## src/rtl/alu_mdu_pkg.sv

```systemverilog
// Shared opcodes, FSM states and opcode-decoding helpers for the ALU with
// its iterative multiply/divide unit.
package alu_mdu_pkg;

  typedef enum logic [4:0] {
    OP_ADD   = 5'h00,
    OP_SUB   = 5'h01,
    OP_SLT   = 5'h02,
    OP_SLTU  = 5'h03,
    OP_AND   = 5'h04,
    OP_OR    = 5'h05,
    OP_NOR   = 5'h06,
    OP_XOR   = 5'h07,
    OP_SLL   = 5'h08,
    OP_SRL   = 5'h09,
    OP_SRA   = 5'h0A,
    OP_ASS   = 5'h0B,
    OP_MUL   = 5'h10,
    OP_MULH  = 5'h11,
    OP_MULHU = 5'h12,
    OP_DIV   = 5'h13,
    OP_MOD   = 5'h14,
    OP_DIVU  = 5'h15,
    OP_MODU  = 5'h16
  } op_e;

  typedef enum logic [2:0] {
    IDLE = 3'd0,
    PREP = 3'd1,
    CALC = 3'd2,
    FIX  = 3'd3,
    DONE = 3'd4
  } state_e;

  function automatic logic is_muldiv(input logic [4:0] op);
    return (op >= OP_MUL) && (op <= OP_MODU);
  endfunction

  function automatic logic is_div(input logic [4:0] op);
    return (op >= OP_DIV) && (op <= OP_MODU);
  endfunction

  function automatic logic is_signed(input logic [4:0] op);
    return (op == OP_MULH) || (op == OP_DIV) || (op == OP_MOD);
  endfunction

  function automatic logic wants_high_or_rem(input logic [4:0] op);
    return (op == OP_MULH) || (op == OP_MULHU) || (op == OP_MOD) || (op == OP_MODU);
  endfunction

endpackage

```

## src/rtl/alu_mdu_if.sv

```systemverilog
// Request/response handshake bundle between the execute stage and alu_mdu.
interface alu_mdu_if #(parameter int WIDTH = 32);
  logic             in_valid;
  logic             in_ready;
  logic [4:0]       op;
  logic [WIDTH-1:0] src0;
  logic [WIDTH-1:0] src1;
  logic             out_valid;
  logic             out_ready;
  logic [WIDTH-1:0] res;

  modport master (output in_valid, op, src0, src1, out_ready,
                  input  in_ready, out_valid, res);
  modport slave  (input  in_valid, op, src0, src1, out_ready,
                  output in_ready, out_valid, res);
endinterface

```

## src/rtl/alu_mdu_iter.sv

```systemverilog
// Radix-2 multiply/divide datapath: latches magnitudes on start, runs WIDTH
// steps, then presents the sign-corrected result while done is high.
// op/a/b must stay stable from start until done (the caller holds them).
module mdu_iter
  import alu_mdu_pkg::*;
#(
  parameter int WIDTH = 32
) (
  input  logic             clk,
  input  logic             rst,
  input  logic             flush,
  input  logic             start,
  input  logic [4:0]       op,
  input  logic [WIDTH-1:0] a,
  input  logic [WIDTH-1:0] b,
  output logic             busy,
  output logic             last,
  output logic             done,
  output logic [WIDTH-1:0] res
);
  localparam int CW = $clog2(WIDTH) + 1;
  localparam logic [WIDTH-1:0] MIN = {1'b1, {(WIDTH-1){1'b0}}};

  logic [2*WIDTH-1:0] acc_r, mul_next_s, div_next_s, prod_s;
  logic [WIDTH-1:0]   opd_r, a_mag_s, b_mag_s, quot_s, rem_s;
  logic [WIDTH:0]     mul_sum_s, div_diff_s;
  logic [CW-1:0]      count_r;
  logic               fix_r, neg_r, rem_neg_r, dz_r, ovf_r, a_neg_s, b_neg_s;

  // operand magnitudes and one step of shift-add / restoring shift-subtract
  always_comb begin
    a_neg_s    = is_signed(op) && a[WIDTH-1];
    b_neg_s    = is_signed(op) && b[WIDTH-1];
    a_mag_s    = a_neg_s ? -a : a;
    b_mag_s    = b_neg_s ? -b : b;
    mul_sum_s  = {1'b0, acc_r[2*WIDTH-1:WIDTH]} + (acc_r[0] ? {1'b0, opd_r} : {(WIDTH+1){1'b0}});
    mul_next_s = {mul_sum_s, acc_r[WIDTH-1:1]};
    div_diff_s = acc_r[2*WIDTH-1:WIDTH-1] - {1'b0, opd_r};
    div_next_s = div_diff_s[WIDTH] ? {acc_r[2*WIDTH-2:0], 1'b0}
                                   : {div_diff_s[WIDTH-1:0], acc_r[WIDTH-2:0], 1'b1};
  end

  // sign correction, divide-by-zero / overflow overrides, half selection
  always_comb begin
    prod_s = neg_r ? -acc_r : acc_r;
    quot_s = neg_r ? -acc_r[WIDTH-1:0] : acc_r[WIDTH-1:0];
    rem_s  = rem_neg_r ? -acc_r[2*WIDTH-1:WIDTH] : acc_r[2*WIDTH-1:WIDTH];
    if (ovf_r) begin
      quot_s = MIN;
      rem_s  = {WIDTH{1'b0}};
    end else if (dz_r) begin
      quot_s = {WIDTH{1'b1}};
      rem_s  = a;
    end else begin
      quot_s = quot_s;
      rem_s  = rem_s;
    end
    if (is_div(op)) begin
      res = wants_high_or_rem(op) ? rem_s : quot_s;
    end else begin
      res = wants_high_or_rem(op) ? prod_s[2*WIDTH-1:WIDTH] : prod_s[WIDTH-1:0];
    end
  end

  // accumulator, step counter and latched sign/override flags
  always_ff @(posedge clk or posedge rst) begin
    if (rst) begin
      acc_r     <= {(2*WIDTH){1'b0}};
      opd_r     <= {WIDTH{1'b0}};
      count_r   <= {CW{1'b0}};
      fix_r     <= 1'b0;
      neg_r     <= 1'b0;
      rem_neg_r <= 1'b0;
      dz_r      <= 1'b0;
      ovf_r     <= 1'b0;
    end else if (flush) begin
      count_r <= {CW{1'b0}};
      fix_r   <= 1'b0;
    end else if (start) begin
      acc_r     <= {{WIDTH{1'b0}}, a_mag_s};
      opd_r     <= b_mag_s;
      count_r   <= CW'(WIDTH);
      fix_r     <= 1'b0;
      neg_r     <= (a_neg_s ^ b_neg_s) && !(is_div(op) && (b == {WIDTH{1'b0}}));
      rem_neg_r <= a_neg_s;
      dz_r      <= is_div(op) && (b == {WIDTH{1'b0}});
      ovf_r     <= is_div(op) && is_signed(op) && (a == MIN) && (b == {WIDTH{1'b1}});
    end else if (count_r != {CW{1'b0}}) begin
      acc_r   <= is_div(op) ? div_next_s : mul_next_s;
      count_r <= count_r - CW'(1);
      fix_r   <= (count_r == CW'(1));
    end else begin
      fix_r <= 1'b0;
    end
  end

  assign busy = (count_r != {CW{1'b0}}) || fix_r;
  assign last = (count_r == CW'(1));
  assign done = fix_r;

endmodule

```

## src/rtl/alu_mdu.sv

```systemverilog
// Execute-stage ALU: single-cycle base ops plus iterative mul/div behind a
// valid/ready handshake with a registered, held result.
module alu_mdu
  import alu_mdu_pkg::*;
#(
  parameter  int WIDTH = 32,
  localparam int SHW   = $clog2(WIDTH)
) (
  input  logic     clk,
  input  logic     rst,
  input  logic     flush,
  alu_mdu_if.slave bus
);
  state_e           state_r, state_nx;
  logic [4:0]       op_r;
  logic [WIDTH-1:0] src0_r, src1_r, res_r, base_res_s, mdu_res_s;
  logic [SHW-1:0]   shamt_s;
  logic             accept_s, mdu_busy_s, mdu_last_s, mdu_done_s;

  assign bus.in_ready  = !flush && ((state_r == IDLE) || ((state_r == DONE) && bus.out_ready));
  assign accept_s      = bus.in_valid && bus.in_ready;
  assign bus.out_valid = (state_r == DONE);
  assign bus.res       = res_r;

  // single-cycle base operations; unknown and mul/div codes yield zero
  always_comb begin
    shamt_s    = bus.src1[SHW-1:0];
    base_res_s = {WIDTH{1'b0}};
    case (bus.op)
      OP_ADD:  base_res_s = bus.src0 + bus.src1;
      OP_SUB:  base_res_s = bus.src0 - bus.src1;
      OP_SLT:  base_res_s = {{(WIDTH-1){1'b0}}, ($signed(bus.src0) < $signed(bus.src1))};
      OP_SLTU: base_res_s = {{(WIDTH-1){1'b0}}, (bus.src0 < bus.src1)};
      OP_AND:  base_res_s = bus.src0 & bus.src1;
      OP_OR:   base_res_s = bus.src0 | bus.src1;
      OP_NOR:  base_res_s = ~(bus.src0 | bus.src1);
      OP_XOR:  base_res_s = bus.src0 ^ bus.src1;
      OP_SLL:  base_res_s = bus.src0 << shamt_s;
      OP_SRL:  base_res_s = bus.src0 >> shamt_s;
      OP_SRA:  base_res_s = $signed(bus.src0) >>> shamt_s;
      OP_ASS:  base_res_s = bus.src1;
      default: base_res_s = {WIDTH{1'b0}};
    endcase
  end

  // next-state logic; flush wins over everything
  always_comb begin
    state_nx = state_r;
    if (flush) begin
      state_nx = IDLE;
    end else begin
      case (state_r)
        IDLE: begin
          if (accept_s) state_nx = is_muldiv(bus.op) ? PREP : DONE;
          else          state_nx = IDLE;
        end
        PREP: state_nx = CALC;
        CALC: begin
          if (mdu_last_s)       state_nx = FIX;
          else if (!mdu_busy_s) state_nx = IDLE;
          else                  state_nx = CALC;
        end
        FIX: begin
          if (mdu_done_s) state_nx = DONE;
          else            state_nx = IDLE;
        end
        DONE: begin
          if (!bus.out_ready)  state_nx = DONE;
          else if (accept_s)   state_nx = is_muldiv(bus.op) ? PREP : DONE;
          else                 state_nx = IDLE;
        end
        default: state_nx = IDLE;
      endcase
    end
  end

  // state register
  always_ff @(posedge clk or posedge rst) begin
    if (rst) state_r <= IDLE;
    else     state_r <= state_nx;
  end

  // operands are captured only on acceptance; result register
  always_ff @(posedge clk or posedge rst) begin
    if (rst) begin
      op_r   <= 5'h00;
      src0_r <= {WIDTH{1'b0}};
      src1_r <= {WIDTH{1'b0}};
      res_r  <= {WIDTH{1'b0}};
    end else begin
      if (accept_s) begin
        op_r   <= bus.op;
        src0_r <= bus.src0;
        src1_r <= bus.src1;
      end else begin
        op_r   <= op_r;
        src0_r <= src0_r;
        src1_r <= src1_r;
      end
      if (accept_s && !is_muldiv(bus.op))                 res_r <= base_res_s;
      else if ((state_r == FIX) && mdu_done_s && !flush) res_r <= mdu_res_s;
      else                                                res_r <= res_r;
    end
  end

  mdu_iter #(.WIDTH(WIDTH)) u_mdu (
    .clk   (clk),
    .rst   (rst),
    .flush (flush),
    .start (state_r == PREP),
    .op    (op_r),
    .a     (src0_r),
    .b     (src1_r),
    .busy  (mdu_busy_s),
    .last  (mdu_last_s),
    .done  (mdu_done_s),
    .res   (mdu_res_s)
  );

endmodule
```

## src/flat_wrapper.sv

```systemverilog
// flat-port wrapper written by rule: the top's interface ports become plain ports
module alu_mdu_flat import alu_mdu_pkg::*;
#(
  parameter  int WIDTH = 32,
  localparam int SHW   = $clog2(WIDTH)
)
  (clk, rst, flush, bus_in_valid, bus_op, bus_src0, bus_src1, bus_out_ready, bus_in_ready, bus_out_valid, bus_res);
  alu_mdu_if #(.WIDTH(WIDTH)) bus_i ();
  input  logic clk;
  input  logic rst;
  input  logic flush;
  input wire logic [$bits(bus_i.in_valid)-1:0] bus_in_valid;
  input wire logic [$bits(bus_i.op)-1:0] bus_op;
  input wire logic [$bits(bus_i.src0)-1:0] bus_src0;
  input wire logic [$bits(bus_i.src1)-1:0] bus_src1;
  input wire logic [$bits(bus_i.out_ready)-1:0] bus_out_ready;
  output wire logic [$bits(bus_i.in_ready)-1:0] bus_in_ready;
  output wire logic [$bits(bus_i.out_valid)-1:0] bus_out_valid;
  output wire logic [$bits(bus_i.res)-1:0] bus_res;
  assign bus_i.in_valid = bus_in_valid;
  assign bus_i.op = bus_op;
  assign bus_i.src0 = bus_src0;
  assign bus_i.src1 = bus_src1;
  assign bus_i.out_ready = bus_out_ready;
  assign bus_in_ready = bus_i.in_ready;
  assign bus_out_valid = bus_i.out_valid;
  assign bus_res = bus_i.res;
  alu_mdu #(.WIDTH(WIDTH)) u_core (.clk(clk), .rst(rst), .flush(flush), .bus(bus_i));
endmodule
```

## config.mk

```make
export PLATFORM = sky130hd
export DESIGN_NAME = alu_mdu_flat
export DESIGN_NICKNAME = d
export VERILOG_FILES = /design/src/rtl/alu_mdu_pkg.sv /design/src/rtl/alu_mdu_if.sv /design/src/rtl/alu_mdu_iter.sv /design/src/rtl/alu_mdu.sv /design/src/flat_wrapper.sv
export SDC_FILE = /design/constraint.sdc
export NUM_CORES = 2
export LEC_CHECK = 0
export ABC_CLOCK_PERIOD_IN_PS = 7000
export CAP_MARGIN = 40
export CORE_MARGIN = 2
export CORE_UTILIZATION = 45
export DETAILED_ROUTE_END_ITERATION = 16
export PLACE_DENSITY = 0.59
export SLEW_MARGIN = 40
export SYNTH_ARGS = -nofsm -noshare
export SYNTH_HDL_FRONTEND = slang
export SYNTH_HIERARCHICAL = 1
export SYNTH_SLANG_ARGS = --single-unit
```

## constraint.sdc

```tcl
create_clock -name clk -period 7 [get_ports clk]
set_clock_uncertainty 0.05 [all_clocks]
set_input_delay 1.4 -clock clk [delete_from_list [all_inputs] [get_ports clk]]
set_output_delay 1.4 -clock clk [all_outputs]
set_load 0.005 [all_outputs]
```

* Yosys cells after proc, flatten, opt, wreduce, memory -nomap -nowiden
Index checks and enable logic that the tools add are counted.
Storage, ports and cells: memory bits (writable) 0, latch bits 0, memories 0, logic and storage cells 129, register bits after elaboration 211, memory bits (read-only) 0, input port bits 74, output and inout bits 34
Operators by class: eq/ne operators 23, order comparisons 6, reductions and logical operators 34, mux-type cells 34, multiply operators 0, bitwise logic cells 6, divide/modulo/power cells 0, add/sub/neg operators 10, shifts and indexed selects 3
Operators with widths (number):
- 2-to-1 mux 32 bit | 14
- one-hot mux 32 bit (12 select lines) | 1
- 2-to-1 mux 64 bit | 5
- negator 32 bit | 4
- == test 32 bit, second input constant | 2
- < comparator 32 bit | 2
- negator 64 bit | 1
- adder 32 x 32 -> 33 bit | 1
- subtractor 33 x 32 -> 33 bit | 1
- adder 32 bit | 1
- bitwise AND 32 bit | 1
- zero test 32 bit | 1
- inverter 32 bit | 1
- bitwise OR 32 bit | 1
- << shifter 32 x 5 -> 32 bit | 1
- >> shifter 32 x 5 -> 32 bit | 1
- >>> shifter 32 x 5 -> 32 bit | 1
- subtractor 32 bit | 1
- bitwise XOR 32 bit | 1
- == test 5 bit, second input constant | 5
- == test 5 x 3 -> 1 bit, second input constant | 4
- == test 5 x 4 -> 1 bit, second input constant | 4
- 2-to-1 mux 3 bit | 6
- 2-to-1 mux 6 bit | 3
- 23 further kinds | 53

* Depth between registers and ports, before layout
word-level depth 9, depth in mapped cells 20, gate-level depth less buffers 17

* Cells and area by module
The synthesis kept the hierarchy.
By module, submodules not included:
- alu_mdu | sequential area each 2602.5 µm², times used 1, cells an instance 1811, area an instance 13678.1 µm²
- mdu_iter | sequential area each 2677.6 µm², times used 1, cells an instance 1899, area an instance 13372.8 µm²

* Least setup slack after synthesis
Ideal clock, no wire load.
path type input to register, start point in bus_src1[2], end point reg u_core.res_r[30] (netlist: u_core/bus.res[30]), stages 15, path buffers 4, arrival time 4.657 ns, setup time 0.134 ns, setup slack 2.159 ns, data required time 6.816 ns, cell sequence buf_4 > buf_4 > clkinv_1 > buf_1 > clkbuf_1 > ha_1 > a21o_1 > a21oi_2 > o21ai_2 > a221o_2 > a31oi_4 > o211ai_2 > and4_4 > a2111oi_4 > o31ai_2
Between the ends: word-level cells in the longest chain between the ends 3, elaborated cells between the ends (all ways) 7, classes of those cells add/sub (2); shift (3); mux (2)
Ends and longest elaborated chain:
- from (decl) | RTL line flat_wrapper.sv:15 | input wire logic [$bits(bus_i.src1)-1:0] bus_src1;
- subtractor 32 bit (tied with other cells) | RTL line alu_mdu.sv:31 | OP_SUB: base_res_s = bus.src0 - bus.src1;
- one-hot mux 32 bit (12 select lines) * | RTL line alu_mdu.sv:29 | case (bus.op)
- 2-to-1 mux 32 bit * | RTL line alu_mdu.sv:100 | if (accept_s && !is_muldiv(bus.op)) res_r <= base_res_s;
- to (signal assigned) | RTL line alu_mdu.sv:100
- to (signal assigned) | RTL line alu_mdu.sv:101 | else if ((state_r == FIX) && mdu_done_s && !flush) res_r <= mdu_res_s;
- to (signal assigned) | RTL line alu_mdu.sv:102 | else res_r <= res_r;
- to (decl) | RTL line alu_mdu.sv:16 | logic [WIDTH-1:0] src0_r, src1_r, res_r, base_res_s, mdu_res_s;
Mark *: on every way between the ends. The rest lies on a longest branch, timed or not. A chain may end at the register's enable or synchronous reset.

* Final worst setup path
start point reg u_core.u_mdu.acc_r[0], end point reg u_core.res_r[18] (netlist: u_core/bus.res[18])
Between the ends: word-level cells in the longest chain between the ends 8, elaborated cells between the ends (all ways) 11, classes of those cells add/sub (2); mux (9)
Ends and longest elaborated chain:
- from (decl) | RTL line alu_mdu_iter.sv:24 | logic [2*WIDTH-1:0] acc_r, mul_next_s, div_next_s, prod_s;
- from (signal assigned) | RTL line alu_mdu_iter.sv:68 | acc_r <= {(2*WIDTH){1'b0}};
- from (signal assigned) | RTL line alu_mdu_iter.sv:80 | acc_r <= {{WIDTH{1'b0}}, a_mag_s};
- from (signal assigned) | RTL line alu_mdu_iter.sv:89 | acc_r <= is_div(op) ? div_next_s : mul_next_s;
- negator 32 bit | RTL line alu_mdu_iter.sv:46 | quot_s = neg_r ? -acc_r[WIDTH-1:0] : acc_r[WIDTH-1:0];
- 2-to-1 mux 32 bit | RTL line alu_mdu_iter.sv:46
- 2-to-1 mux 32 bit | RTL line alu_mdu_iter.sv:51 | end else if (dz_r) begin
- 2-to-1 mux 32 bit | RTL line alu_mdu_iter.sv:48 | if (ovf_r) begin
- 2-to-1 mux 32 bit | RTL line alu_mdu_iter.sv:59 | res = wants_high_or_rem(op) ? rem_s : quot_s;
- 2-to-1 mux 32 bit * | RTL line alu_mdu_iter.sv:58 | if (is_div(op)) begin
- via u_core.mdu_res_s[18] | RTL line alu_mdu.sv:16
- 2-to-1 mux 32 bit * | RTL line alu_mdu.sv:101
- 2-to-1 mux 32 bit * | RTL line alu_mdu.sv:100
Mark *: on every way through the listed nets, which the timed path passes. The rest lies on a longest branch. The select of a mux whose other input is x is not followed.

==> impl_metrics.yaml <==
sta:
  fin_crit_sh_pct: 78.4
  worst_pin_slew_ns: 0.900
  hold_viol_final: 0
  max_clock_freq_mhz: 182
  setup_viol: 0
  fin_crit_ns: 5.49
  slew_violations: 0
  grt_setup_unrepaired: "false"
  hold_slack_ns: 0.433
  relSlewSlack_pct: 40.0
  fin_setup_tns_ns: 0
setup_path:
  crit_required_ns: 7.40
  crit_type: "reg -> reg"
  cpMostUsedCell: "buf_4"
  start_kind: "flop"
  path_delay_family: "simple AND/OR/NAND/NOR gates"
  worstReg2RegStart: "u_core/u_mdu/acc_r[0]"
  crit_arrival_ns: 5.89
  cp_slowest_stage_delay_ns: 0.90
  critPathSlowestCell: "or4_1"
  critPathMaxFanout: 31
  worstPathCellList: "inv_1, buf_4, ha_1, or3b_1, or2_1, nand2b_1, or4_1, o41ai_1, xnor2_1, nor2_1, o31ai_1, buf_4, a222oi_1, nor4b_2, a221oi_1"
  path_buf_inv: 3
  timing.rr.end: "u_core/bus.res[18]"
  ff2ff_path_depth: 15
  reg2reg_slack_ns: 1.51
  cp-end-kind: "flop"
finish:
  final_nets: 3886
  area_growth_syn_to_layout_pct: 9.60
  layout_common_cells: "nand2_1, o21ai_0, a21oi_1, nor2_1, dfrtp_1"
  num-fill-cells: 5892
  final_area_um2: 29600
  drive_above_1_share_pct: 7.85
  final_common_cell: "nand2_1"
  utilization_pct: 50.0
place:
  hpwl_um: 102000
  numPortBuffers: 107
  gp_congestion: 1.06
  dpl-instance-area_um2: 28600
cts:
  clk_latency_ns: 0.62
  cts_setup_buffers: 0
  htreeDepth: 1
  cts.clk_slew.worst_paths_ns: 0.06
  cts_buffers: 29
  cts_hold_buffers: 0
  ctsLongestPathBuffers: 3
  cts_sinks: 211
  clockRootBuffer: "clkbuf_16"
  cts_tree: "yes"
  cts_resized: 0
drt:
  wl_per_cell_um: 30.2
  drt-total-wl_um: 134000
  viasPerCell: 6.83
  dr.first_iter.drc_count: 4015
  antenna_left: 0
  drc: 0
  drtPass1Iterations: 9
  num_vias: 30268
synthesis:
  yosysTopAreaCell: "dfrtp_1"
  async_flop_share_pct: 100
  synth_edf_count: 0
  ys.flop_type: "dfrtp_1"
  ys_seq_elements: 211
  synth_area_per_cell_um2: 7.29
  yosysWarnings: 6
  synth_top_area_share_pct: 19.5
  synth.distinct_cells: 108
  synth.yosys.seq_area_share_pct: 19.5
  syn_area_um2: 27100
  syn_inst: 3710
  yosys-top-cells-area: "dfrtp_1, ha_1, nand2_1, o21ai_0, a21oi_1"
  syn_nets: 3963
floorplan:
  ioPinCount: 108
  dieArea_um2: 62100
  initial_utilization_pct: 45.7
  fp.dieW_um: 249
  coreArea_um2: 59200
  die-height_um: 249
  rows: 89
power_and_ir_drop:
  cellLeakagePower_nw: 12.3
  irDropWorstVdd_v: 0.000228
  p_total_mw: 9.74
  p_per_area_nw_per_um2: 329
global_route:
  grt_usage_pct: 41.7
  grt_pass1_wl_um: 195000
  grt-ovfl-total: 0
  grt_max_degree: 81
  grt_antenna_before_repair: 4
  grt_pass1_vias: 28440
worst_hold_path:
  worstHoldEndpoint: "u_core/u_mdu/opd_r[27]"
  hold_path.class: "reg -> reg"
  min-delay-start: "u_core/u_mdu/opd_r[27]"
  worstHoldPathCells: 2
outcome:
  status: "finished, final reports clean"
job:
  cap_violations: 0
[synthesized netlist by cell type, drive strengths merged, types with 37 or more instances]
cell	n
a21o	50
a21oi	335
buf	82
clkbuf	212
dfrtp	211
ha	175
inv	159
mux2i	75
mux4	43
nand2	512
nand2b	37
nand3	66
nor2	320
nor3	73
o211ai	41
o21ai	384
o31ai	57
or3	37
xnor2	103
xor2	105
[sequential cells by signal, summed over array words and instances, names as in the netlist, 3 cells and up]
signal and count:
u_core/u_mdu/opd_r 32, u_core/src0_r 32, u_core/src1_r 32, u_core/op_r 5
u_core/bus.res 32, u_core/state_r 3, u_core/u_mdu/acc_r 64, u_core/u_mdu/count_r 6
[worst max-delay path by stage]
stage,to,slack (ns),startpoint,cells after the start
after floorplan,u_core/bus.res[30],2.16,bus_src1[2],15
after global placement,u_core/bus.res[30],1.25,bus_src0[0],14
after detailed placement,u_core/bus.res[30],1.54,bus_src0[0],14
after CTS,u_core/bus.res[18],1.54,u_core/u_mdu/acc_r[0],15
after global routing,u_core/bus.res[18],1.29,u_core/u_mdu/acc_r[0],15
final,u_core/bus.res[18],1.51,u_core/u_mdu/acc_r[0],15
[routing by layer]
layer  global-route usage (%)  part of all wire (%)  vias to the layer above
met1                     51.3                    38                    14471
met4                     27.6                   8.3                        4
met3                     9.22                    10                      502
met5                        0                 0.025                        -
met2                     65.5                    44                     1945
li1                         -                     -                    13346
[worst reg2reg max path: cells and delay by family (launching register included)]
family                     cells  cell delay, ns
buffers and inverters          3            0.69
and+or+nand+nor                6            2.52
xor gates and xnor gates       1            0.11
DFF                            1            0.50
adders and majority gates      1            0.25
AOI/OAI and AO/OA              4            1.22
[power breakdown]
| part | internal, mW | switching [mW] |
|---|---|---|
| clock | 0.999 | 0.660 |
| sequential | 1.52 | 0.688 |
| combinational | 2.14 | 3.74 |
[cell type report]
class	instances	area, µm²	share of cell area [%]
Clock buffer	40	857	2.89
Clock inverter	14	188	0.633
Sequential cell	211	5280	17.8
Inverter	161	614	2.07
Antenna cell	5	12.5	0.0422
Timing Repair Buffer	186	1640	5.54
Multi-Input combinational cell	3044	20100	67.7
Tap cell	773	967	3.26
[cells by family after synthesis]
| kind of cell | count (synthesis) | synth area share [%] |
|---|---|---|
| buffers and inverters | 455 | 6.72 |
| adders and majority gates | 179 | 8.39 |
| muxes | 140 | 7.33 |
| AOI/OAI and AO/OA | 1265 | 30.0 |
| and+or+nand+nor | 1252 | 21.3 |
| xor gates and xnor gates | 208 | 6.73 |
| DFF | 211 | 19.5 |
[stage by stage]
stage	worst slack, ns	instances
5_1_grt	1.29	4429
4_1_cts	1.54	4429
2_1_floorplan	2.16	3710
6_report	1.51	4434
3_3_place_gp	1.25	4374
3_5_place_dp	1.54	4375
No activity file was read; power rests on OpenSTA's default activity.
